File: src/rtl/uart_reg_decoder.sv
// Frames the UART RX byte stream (SYNC, ADDR, DHI, DLO, CSUM) into 16-bit register writes,
// with checksum, address and inter-byte timeout protection plus a DAC-bank side write.
module uart_reg_decoder #(
    parameter logic [7:0]  SYNC_BYTE   = 8'hA5,
    parameter logic [6:0]  DAC_ADDR    = 7'h7F,
    parameter int unsigned TIMEOUT_CYC = 10000
) (
    input  logic        clk,
    input  logic        rst_n,
    input  logic [7:0]  rx_data,
    input  logic        rx_valid,
    output logic        reg_ready,
    output logic [6:0]  reg_address,
    output logic [15:0] reg_data,
    output logic        dac_we,
    output logic [2:0]  dac_sel,
    output logic [11:0] dac_data,
    output logic        frame_err,
    output logic [7:0]  err_count
);

    localparam int TW = $clog2(TIMEOUT_CYC + 1);

    typedef enum logic [2:0] {
        S_HUNT,
        S_ADDR,
        S_DHI,
        S_DLO,
        S_CSUM
    } state_t;

    state_t        state_q, state_d;
    logic [6:0]    addr_q, addr_d;
    logic [7:0]    dhi_q, dhi_d;
    logic [7:0]    dlo_q, dlo_d;
    logic [7:0]    csum_q, csum_d;
    logic [TW-1:0] tmo_q, tmo_d;
    logic          commit, err;

    always_ff @(posedge clk or negedge rst_n) begin
        if (!rst_n) begin
            state_q <= S_HUNT;
            addr_q  <= '0;
            dhi_q   <= '0;
            dlo_q   <= '0;
            csum_q  <= '0;
            tmo_q   <= '0;
        end else begin
            state_q <= state_d;
            addr_q  <= addr_d;
            dhi_q   <= dhi_d;
            dlo_q   <= dlo_d;
            csum_q  <= csum_d;
            tmo_q   <= tmo_d;
        end
    end

    always_comb begin
        state_d = state_q;
        addr_d  = addr_q;
        dhi_d   = dhi_q;
        dlo_d   = dlo_q;
        csum_d  = csum_q;
        tmo_d   = tmo_q;
        commit  = 1'b0;
        err     = 1'b0;

        // Expiry is the idle cycle that would bring the count to TIMEOUT_CYC;
        // a byte in that cycle clears the count instead.
        if (state_q == S_HUNT || rx_valid) begin
            tmo_d = '0;
        end else if (tmo_q == TW'(TIMEOUT_CYC - 1)) begin
            tmo_d   = '0;
            err     = 1'b1;
            state_d = S_HUNT;
        end else begin
            tmo_d = tmo_q + TW'(1);
        end

        if (rx_valid) begin
            case (state_q)
                S_HUNT: begin
                    if (rx_data == SYNC_BYTE) state_d = S_ADDR;
                end
                S_ADDR: begin
                    if (rx_data[7]) begin
                        err     = 1'b1;
                        state_d = S_HUNT;
                    end else begin
                        addr_d  = rx_data[6:0];
                        csum_d  = rx_data;
                        state_d = S_DHI;
                    end
                end
                S_DHI: begin
                    dhi_d   = rx_data;
                    csum_d  = csum_q ^ rx_data;
                    state_d = S_DLO;
                end
                S_DLO: begin
                    dlo_d   = rx_data;
                    csum_d  = csum_q ^ rx_data;
                    state_d = S_CSUM;
                end
                S_CSUM: begin
                    if (rx_data == csum_q) commit = 1'b1;
                    else                   err    = 1'b1;
                    state_d = S_HUNT;
                end
                default: state_d = S_HUNT;
            endcase
        end
    end

    // DAC fields only follow commits aimed at the DAC bank; other writes leave them alone.
    always_ff @(posedge clk or negedge rst_n) begin
        if (!rst_n) begin
            reg_ready   <= 1'b0;
            reg_address <= '0;
            reg_data    <= '0;
            dac_we      <= 1'b0;
            dac_sel     <= '0;
            dac_data    <= '0;
            frame_err   <= 1'b0;
            err_count   <= '0;
        end else begin
            reg_ready <= commit;
            frame_err <= err;
            dac_we    <= commit && (addr_q == DAC_ADDR);
            if (commit) begin
                reg_address <= addr_q;
                reg_data    <= {dhi_q, dlo_q};
                if (addr_q == DAC_ADDR) begin
                    dac_sel  <= dhi_q[6:4];
                    dac_data <= {dhi_q[3:0], dlo_q};
                end
            end
            if (err && err_count != 8'hFF) err_count <= err_count + 8'd1;
        end
    end

endmodule

File: config.mk
export PLATFORM = sky130hd
export DESIGN_NAME = uart_reg_decoder
export DESIGN_NICKNAME = d
export VERILOG_FILES = /design/src/rtl/uart_reg_decoder.sv
export SDC_FILE = /design/constraint.sdc
export NUM_CORES = 1
export LEC_CHECK = 0
export CORE_MARGIN = 2
export CORE_UTILIZATION = 49
export DETAILED_ROUTE_END_ITERATION = 8
export PLACE_DENSITY_LB_ADDON = 0.3
export SKIP_CTS_REPAIR_TIMING = 1
export SYNTH_ARGS = -nofsm -noshare
export SYNTH_HDL_FRONTEND = slang
export SYNTH_SLANG_ARGS = --single-unit
export TNS_END_PERCENT = 10
File: constraint.sdc
create_clock -name clk -period 2.4 [get_ports clk]
set_input_delay 0.36 -clock clk [delete_from_list [all_inputs] [get_ports clk]]
set_output_delay 0.36 -clock clk [all_outputs]
set_load 0.05 [all_outputs]
* Word level (Yosys, flattened, before mapping)
Cells that the tools add are included.
** Storage, ports and cells
- Register bits after elaboration :: 97
- Input port bits :: 11
- Output and inout bits :: 49
- Logic and storage cells :: 58
** Operators by class
- $add $sub $neg :: 2
- Eq/ne operators :: 10
- Mux-type cells :: 19
- Bitwise logic cells :: 2
- Reductions and logical operators :: 11
** Operator list (number)
- $mux W14 :: 2
- $pmux W8 S2 :: 1
- $add A14 B1 Y14 const B :: 1
- $eq A14 B14 Y1 const B :: 1
- $mux W3 :: 4
- $pmux W3 S4 :: 1
- $add A8 B1 Y8 const B :: 1
- $eq A8 B8 Y1 :: 1
- $eq A8 B8 Y1 const B :: 1
- $mux W1 :: 8
- $mux W8 :: 1
- $ne A8 B8 Y1 const B :: 1
- $xor A8 B8 Y8 :: 1
- $eq A7 B7 Y1 const B :: 1
- $eq A3 B2 Y1 const B :: 2
- $reduce_and A2 Y1 :: 3
- $reduce_and A3 Y1 :: 2
- $eq A3 B1 Y1 const B :: 1
- $eq A3 B3 Y1 const B :: 1
- $logic_not A3 Y1 :: 1
- $logic_and A1 B1 Y1 :: 2
- $mux W2 :: 1
- $ne A2 B2 Y1 const B :: 1
- $pmux W1 S2 :: 1
- other kinds (4) :: 4

* Logic depth before layout (Yosys ltp)
Gate-level depths: netlist of the first run.
- Depth after elaboration :: 7
- Gate-level depth with buffers :: 9
- Depth with buffers taken out :: 7

* Least setup slack after synthesis of the first run
OpenSTA, ideal clock, no wires.
- Path type :: input-to-reg
- Start point :: input rx_data[7]
- End point :: register dac_data[10]
- Arrival time :: 2141 ps
- Data required time :: 2275 ps
- Setup slack :: 134 ps
- Stages on the path :: 9
- Buffers on the path :: 4
- Path through :: buf_6 -> xnor2_2 -> nand4_1 -> or3_1 -> buf_6 -> or3_4 -> buf_6 -> buf_12 -> mux2_4
** On the way
- Word-level cells in the longest chain between the ends :: 5
** RTL lines
- from (decl) :: line 10 : input logic [7:0] rx_data,
- $eq A8 B8 Y1 :: line 106 : if (rx_data == csum_q) commit = 1'b1;
- $mux W1 :: line 106
- $mux W1 :: line 81 : case (state_q)
- $mux W1 :: line 80 : if (rx_valid) begin
- $reduce_and A2 Y1 (no source line)
- to (signal assigned) :: line 135 : dac_data <= {dhi_q[3:0], dlo_q};
- to (decl) :: line 17 : output logic [11:0] dac_data,
No other way between the ends.
A chain may end at the register's enable or synchronous reset.

* Final worst setup path of the first run
- Start point :: input rx_data[5]
- End point :: register dac_data[10]
Same word-level chain as after synthesis.

==> results of run 1 <==
[registers in the layout, indices dropped and copies added (netlist names), 7 cells and up]
| signal | count |
|---|---|
| tmo_q | 14 |
| dhi_q | 8 |
| dlo_q | 8 |
| addr_q | 7 |
| reg_address | 7 |
| csum_q | 8 |
| reg_data | 16 |
| err_count | 8 |
| dac_data | 12 |
[metrics by stage]
step | worst slack (ps) | TNS (ps) | total power, mW
2_1_floorplan | 134 | 0 | 2.75
3_3_place_gp | -149 | -2080 | 3.03
3_5_place_dp | -198 | -3660 | 3.08
4_1_cts | 181 | 0 | 4.03
5_1_grt | 102 | 0 | 4.23
6_report | 181 | 0 | 3.99
[synthesized netlist by cell type, types with 2 or more instances]
master	n	share of area (%)
inv_1	4	0.37
xor2_1	11	2.3
nor2_1	29	2.7
or3_1	3	0.46
o21ai_0	2	0.24
buf_6	3	0.82
nor3_1	5	0.61
mux2_4	9	3.3
or2_2	2	0.31
buf_2	2	0.24
nor2b_1	2	0.31
nor4bb_1	2	0.49
nand4_1	6	0.92
a21oi_1	9	1.1
clkbuf_1	5	0.46
and3_1	2	0.31
dfrtp_1	97	59
xnor2_1	14	3.0
nand3_1	10	1.2
mux2_2	37	10
nand2_1	66	6.0
ha_1	2	0.61
o22ai_1	7	1.1
[worst max-delay path, delay by kind of cell]
kind | cells | cell delay [ps]
and+or+nand+nor | 3 | 1060
buffers and inverters | 1 | 560
muxes | 1 | 340
xor gates and xnor gates | 1 | 150
[worst max-delay path by stage]
stage | slack, ps | depth (start not counted) | start | endpoint
final | 180 | 6 | rx_data[5] | dac_data[10]$_DFFE_PN0P_
after floorplan | 130 | 9 | rx_data[7] | dac_data[10]$_DFFE_PN0P_
after detailed placement | -200 | 6 | rx_data[5] | dac_data[10]$_DFFE_PN0P_
after global placement | -150 | 6 | rx_data[5] | dac_sel[0]$_DFFE_PN0P_
after global routing | 100 | 6 | rx_data[5] | dac_data[10]$_DFFE_PN0P_
after CTS | 180 | 6 | rx_data[5] | dac_data[10]$_DFFE_PN0P_
[final cells by class]
cell class	count	area (um^2)
fillers	683	3100
clock buffers	11	141
inverters	5	18.8
multi-input cells	233	1570
clock inverters	4	30.0
flip-flops and latches	97	2430
well taps	105	131
repair buffers	80	761
[power groups by stage]
stage          Sequential [mW]  Clock [mW]  Combinational, mW
2_1_floorplan             2.21           0              0.539
3_3_place_gp              2.18           0              0.852
3_5_place_dp              2.20           0              0.881
4_1_cts                   2.16       0.978              0.886
5_1_grt                   2.21        1.04              0.972
6_report                  2.17       0.946              0.880
[cell families after synthesis]
kind of cell               Yosys count  share of synthesized area [%]
AOI/OAI and AO/OA                   25                           3.81
and+or+nand+nor                    134                           14.6
DFF                                 97                           59.2
muxes                               46                           13.5
xor gates and xnor gates            26                           5.74
adders and majority gates            2                          0.610
buffers and inverters               17                           2.56
[metal layers]
| metal | routed length, um | up-vias | part of all wire, % | GRT usage, % |
|---|---|---|---|---|
| li1 | - | 1333 | - | - |
| met1 | 3700 | 1342 | 46 | 25.9 |
| met2 | 3750 | 66 | 47 | 30.0 |
| met3 | 366 | 12 | 4.6 | 4.35 |
| met4 | 144 | 0 | 1.8 | 7.86 |
| met5 | 0 | - | 0 | 0 |
==> results.ini, run 1 <==
[run_status]
status=complete, no violations

[clock_tree]
clkTransAtPathRegs_ps=90
cts_tree=done
clock_sinks=97
cts-root-buf=clkbuf_8
cts_buffers=9
clock_path_buffers=2
insertion_delay_ps=360
htree_levels=3

[global_routing]
grt_antenna_before_repair=0
grt_pass1_wl_um=13200
grt_max_degree=64
grt.overflow.total=0
grt_pass1_vias=2674
grt_usage_pct=19.2

[floorplanning]
die_h_um=95.5
io_pins=60
core_um2=8180
die_w_um=95.5
initial_core_util_pct=50.2
rows=33
die-area_um2=9120

[power_and_ir_drop]
powerDensity_nw_per_um2=786
leakagePower_nw=2.41
ir_drop_uv=583
p_clk_share_pct=23.7
p_int_mw=2.76
combPwrFrac_pct=22.1
switching_power_mw=1.23
switching_share_pct=30.9
seq_power_share_pct=54.3

[synthesis]
ys_ff_latch=97
syn-num-nets=360
ys_warn_count=0
synth_cells=347
syn_area_um2=4100
ys_types=41
synth_edf_count=0
synth_ff_type=dfrtp_1
postSynthAreaPerCell_um2=11.8
synth-async-reset-ratio_pct=100
ys_seq_area_share_pct=59.2

[detailed_routing]
totalWireLength_um=7960
remaining_drc_errors=0
drtPass1Iterations=4
drt_iter0_markers=143
vias_per_cell=5.15
postRouteAntennaNets=0
wl_per_cell_um=14.9
vias=2753

[finish]
layout-drive-gt1-share_pct=20.2
final_area_um2=5080
fin_nets=439
final_cell_mix=dfrtp_1 (97), nand2_1 (66), clkdlybuf4s50_1 (58), mux2_2 (37), nor2_1 (29)
diodes=0
mostFrequentLayoutCell=dfrtp_1
final_cells=535
post-route-util_pct=62.1
area_growth_pct=23.8

[placement]
place_hpwl_um=5680
place_area_um2=4900
gp_congestion=0.819
placed_cells=519
io_buffers=59

[timing]
slew-limit-headroom_pct=65.6
timing.final.hold_violations=0
fin_skew_ps=12.9
period_share_pct=92.5
timing.hold.ws_ps=469
setup_violations=0
fin_crit_ps=2220
max_freq_ghz=0.451
tightest_slew_ps=515
drv_slew=0
rsz0062_at_grt=false

[min_path]
min_path_type=flip-flop to flip-flop
holdPathStages=1
hp-start=tmo_q[0]$_DFF_PN0_
whs_endpoint=tmo_q[0]$_DFF_PN0_

[flow_run]
cap_violations=0

[worst_setup_path]
crit_slowest_cell=clkdlybuf4s50_1
crit_chain=clkdlybuf4s50_1, xnor2_1, nand4_1, or3_1, or3_4, mux2_4
critPathMaxStageDelay_ps=560
end_kind=flip-flop
r2r-end=dac_data[10]$_DFFE_PN0P_
required_ps=2640
crit_arrival_ps=2460
rrSetupSlack_ps=270
critical_path_class=input port to flip-flop
startpoint_type=input port
worstPathMaxFanout=16
ff2ff_path_depth=5
rr_startpoint=csum_q[2]$_DFFE_PN0P_

Power figures use the tool's default switching activity.
==> run 2, diff against run 1 <==
--- a/config.mk
+++ b/config.mk
@@ -5,6 +5,7 @@
 export SDC_FILE = /design/constraint.sdc
 export NUM_CORES = 1
 export LEC_CHECK = 0
+export CORE_ASPECT_RATIO = 0.9
 export CORE_MARGIN = 2
 export CORE_UTILIZATION = 49
 export DETAILED_ROUTE_END_ITERATION = 8
==> run 2 against run 1 <==
Non-clock buffer count rose by 3; worst setup slack improved by 72 ps; core utilization rose by 0.87 points; cell count fell by 0.37%; largest cell class unchanged.
==> results.ini, run 2 (synthesis gave the netlist of run 1 again) <==
[timing]
setup_violations=0
tns_ps=0
slew-limit-headroom_pct=65.2
max_freq_ghz=0.466
period_share_pct=89.5
timing.final.hold_violations=0
rsz0062_at_grt=false
timing.hold.ws_ps=464
layout_setup_ws_ps=253
drv_slew=0
fin_skew_ps=9.13
tightest_slew_ps=521
fin_crit_ps=2150

[finish]
final_cell_mix=dfrtp_1 (97), nand2_1 (66), clkdlybuf4s50_1 (58), mux2_2 (37), nor2_1 (29)
diodes=0
area_growth_pct=24.5
mostFrequentLayoutCell=dfrtp_1
fin_nets=442
reg.largest.list=reg_data x16, tmo_q x14, dac_data x12
fillers=660
regMostFlops=reg_data
layout-drive-gt1-share_pct=21.0
largest_reg_flops=16

[detailed_routing]
drtPass1Iterations=5
totalWireLength_um=7990
postRouteAntennaNets=0
wl_per_cell_um=15.0
remaining_drc_errors=0
drt_iter0_markers=105
vias=2767
vias_per_cell=5.19

[floorplanning]
initial_core_util_pct=50.6
die-area_um2=9120
die_w_um=100
io_pins=60
die_h_um=90.8
rows=31
core_um2=8110

[global_routing]
grt_usage_pct=19.0
grt_pass1_wl_um=13500
grt_max_degree=46
grt_antenna_before_repair=0
grt.overflow.total=0
grt_pass1_vias=2721

[placement]
io_buffers=59
post-place-ws_ps=-139
gp_congestion=0.827
place_hpwl_um=5540

[power_and_ir_drop]
powerDensity_nw_per_um2=779
ir_drop_uv=560
finalPower_mw=3.98
leakagePower_nw=2.41

[run_status]
status=complete, no violations

[clock_tree]
cts-root-buf=clkbuf_8
htree_levels=3
insertion_delay_ps=360
clkTransAtPathRegs_ps=90
cts_tree=done
clock_sinks=97
clock_path_buffers=2
cts_buffers=9

[worst_setup_path]
end_kind=flip-flop
worstPathMaxFanout=16
required_ps=2650
critical_path_class=input port to flip-flop
startpoint_type=input port
crit_arrival_ps=2390

[flow_run]
cap_violations=0

[min_path]
min_path_type=flip-flop to flip-flop

-- run 2: report_power, final --
part / total, mW / switching, mW / internal [mW]
Combinational: 0.861 / 0.423 / 0.438
Sequential: 2.17 / 0.251 / 1.91
Clock: 0.951 / 0.573 / 0.379
Total: 3.98 / 1.25 / 2.73
-- run 2: path summary, 6_finish.rpt --
| kind | startpoint | end | slack [ps] | depth (start not counted) |
|---|---|---|---|---|
| worst max-delay path | rx_data[5] | dac_data[7]$_DFFE_PN0P_ | 250 | 6 |
| worst min-delay path | tmo_q[0]$_DFF_PN0_ | tmo_q[0]$_DFF_PN0_ | 460 | 1 |
| worst max register to register | csum_q[2]$_DFFE_PN0P_ | dac_data[7]$_DFFE_PN0P_ | 290 | 5 |
| worst min register to register | tmo_q[0]$_DFF_PN0_ | tmo_q[0]$_DFF_PN0_ | 460 | 1 |
| max in group asynchronous | rst_n | reg_data[8]$_DFFE_PN0P_ | 1270 | 3 |
| min in group asynchronous | rst_n | dac_sel[0]$_DFFE_PN0P_ | 510 | 2 |
-- run 2: through the flow --
step | instances | utilization (%) | cell area, um^2
finish | 533 | 63.0 | 5110
global route | 533 | 63.0 | 5110
CTS | 532 | 62.9 | 5100
detailed placement | 516 | 60.8 | 4920
global placement | 516 | 60.8 | 4920
floorplan | 347 | - | 4100
-- run 2: layout make-up --
type                       count  area (um^2)  area share, %
clock inverter                 6         43.8          0.858
inverter                       5         18.8          0.368
multi-input combinational    233         1570           30.7
timing repair buffer          83          796           15.6
tap                           99          124           2.43
clock buffer                  10          128           2.50
sequential                    97         2430           47.5
-- run 2: critical path, stage by stage --
cell             delay (ps)
clkdlybuf4s50_1         540
xnor2_1                 140
nand4_1                 120
or3_1                   370
or3_4                   530
mux2_4                  330
-- run 2: per-layer routing --
layer / up-vias / GRT usage, % / wire length [um] / part of all wire (%)
li1: 1345 / - / - / -
met1: 1351 / 26.5 / 3910 / 49
met2: 62 / 29.1 / 3670 / 46
met3: 9 / 5.65 / 309 / 3.9
met4: 0 / 4.79 / 108 / 1.4
met5: - / 0 / 0 / 0
==> run 3, diff against run 2 <==
--- a/config.mk
+++ b/config.mk
@@ -5,12 +5,14 @@
 export SDC_FILE = /design/constraint.sdc
 export NUM_CORES = 1
 export LEC_CHECK = 0
+export CAP_MARGIN = 20
 export CORE_ASPECT_RATIO = 0.9
 export CORE_MARGIN = 2
 export CORE_UTILIZATION = 49
 export DETAILED_ROUTE_END_ITERATION = 8
 export PLACE_DENSITY_LB_ADDON = 0.3
 export SKIP_CTS_REPAIR_TIMING = 1
+export SLEW_MARGIN = 20
 export SYNTH_ARGS = -nofsm -noshare
 export SYNTH_HDL_FRONTEND = slang
 export SYNTH_SLANG_ARGS = --single-unit
==> constraint.sdc (replaced) <==
create_clock -name clk -period 2.4 [get_ports clk]
set_input_delay 0.24 -clock clk [delete_from_list [all_inputs] [get_ports clk]]
set_output_delay 0.24 -clock clk [all_outputs]
set_load 0.05 [all_outputs]
==> run 3 against run 2 <==
Global-route usage down 0.090 points; via count down 1.3%; clock power up 15%; hold slack worse by 15 ps; wire length down 1.1%; critical endpoint unchanged; largest power group unchanged; clock skew up 3.7 ps; critical path depth down 1; cell count down 0.94%; sequential power about the same.
==> results.ini, run 3 (synthesis gave the netlist of run 1 again) <==
[run_status]
status=complete, no violations

[placement]
placed_cells=511
place_area_um2=4870
gp_congestion=0.776
place_hpwl_um=5570
post-place-ws_ps=-58.1
io_buffers=59

[worst_setup_path]
startpoint_type=flip-flop
critical_path_class=flip-flop to flip-flop
crit_slowest_cell=or3_4
critPathMaxStageDelay_ps=540
crit_chain=xnor2_1, nand4_1, or3_1, or3_4, mux2_4
worstPathMaxFanout=16
end_kind=flip-flop
required_ps=2640
crit_arrival_ps=2400

[global_routing]
grt_pass1_vias=2682
grt_max_degree=50
grt_antenna_before_repair=0
grt_pass1_wl_um=13400
grt.overflow.total=0
grt_usage_pct=18.9

[floorplanning]
core_um2=8110
initial_core_util_pct=50.6
rows=31
die_h_um=90.8
die-area_um2=9120
io_pins=60
die_w_um=100

[detailed_routing]
vias=2730
vias_per_cell=5.17
wl_met1_um=3730
highest_layer=met4
drt_iter0_markers=146
remaining_drc_errors=0
totalWireLength_um=7910
dr_wl_met3_um=351
wl_met2_um=3750
wl_per_cell_um=15.0
postRouteAntennaNets=0
drtPass1Iterations=4

[timing]
rsz0062_at_grt=false
period_share_pct=90.0
tns_ps=0
drv_slew=0
fin_skew_ps=12.8
setup_violations=0
layout_setup_ws_ps=241
slew-limit-headroom_pct=56.9
tightest_slew_ps=647
fin_crit_ps=2160
timing.final.hold_violations=0
timing.hold.ws_ps=449
max_freq_ghz=0.463

[clock_tree]
insertion_delay_ps=360
clkTransAtPathRegs_ps=90
htree_levels=3
clock_path_buffers=2
clock_sinks=97
cts-root-buf=clkbuf_8
cts_tree=done
cts_buffers=9

[power_and_ir_drop]
leakagePower_nw=2.41
powerDensity_nw_per_um2=805
finalPower_mw=4.10
ir_drop_uv=660

[finish]
post-route-util_pct=62.8
fillers=681
final_cells=528
area_growth_pct=24.1
fin_nets=437
regMostFlops=reg_data
largest_reg_flops=16
reg.largest.list=reg_data x16, tmo_q x14, dac_data x12
layout-drive-gt1-share_pct=20.0
final_area_um2=5090
final_cell_mix=dfrtp_1 (97), nand2_1 (66), clkdlybuf4s50_1 (58), mux2_2 (37), nor2_1 (29)
diodes=0
mostFrequentLayoutCell=dfrtp_1

[flow_run]
cap_violations=0

[min_path]
min_path_type=input port to asynchronous set/reset pin

-- run 3: changes by cell type in the layout (fill, tap and decap cells not counted) --
cell / change
buf_4: -4
clkinvlp_4: -2
buf_12: -1
bufinv_16: +1
clkbuf_8: +1
clkinv_2: -1
inv_6: +1
-- run 3: area by class of cell --
class,count,area [um^2],area share (%)
Sequential cell,97,2430,47.7
Multi-Input combinational cell,233,1570,30.8
Timing Repair Buffer,78,746,14.7
Clock buffer,11,141,2.78
Tap cell,99,124,2.43
Clock inverter,5,62.6,1.23
Inverter,5,18.8,0.369
-- run 3: worst max-delay path, delay by kind of cell, from the launching register on --
family	cells	cell delay (ps)
xor gates and xnor gates	1	200
and+or+nand+nor	3	1070
muxes	1	340
DFF	1	420
-- run 3: report_power, final --
part / switching [mW] / internal [mW]
Combinational: 0.416 / 0.432
Clock: 0.571 / 0.519
Sequential: 0.246 / 1.91
Total: 1.23 / 2.87
-- run 3: path summary, 6_finish.rpt --
path | startpoint | to | slack (ps) | cells past startpoint
worst min-delay path | rst_n | reg_data[0]$_DFFE_PN0P_ | 450 | 2
worst min register to register | tmo_q[0]$_DFF_PN0_ | tmo_q[0]$_DFF_PN0_ | 450 | 1
min in group clk | tmo_q[0]$_DFF_PN0_ | tmo_q[0]$_DFF_PN0_ | 450 | 1
max in group asynchronous | rst_n | state_q[2]$_DFF_PN0_ | 1270 | 3
worst max register to register | csum_q[2]$_DFFE_PN0P_ | dac_data[7]$_DFFE_PN0P_ | 240 | 5
worst max-delay path | csum_q[2]$_DFFE_PN0P_ | dac_data[7]$_DFFE_PN0P_ | 240 | 5
-- run 3: layer usage --
metal  track usage, %  up-vias
met5                0        -
met4             5.71        0
met3             4.33        9
met2             30.0       60
met1             25.8     1323
li1                 -     1338
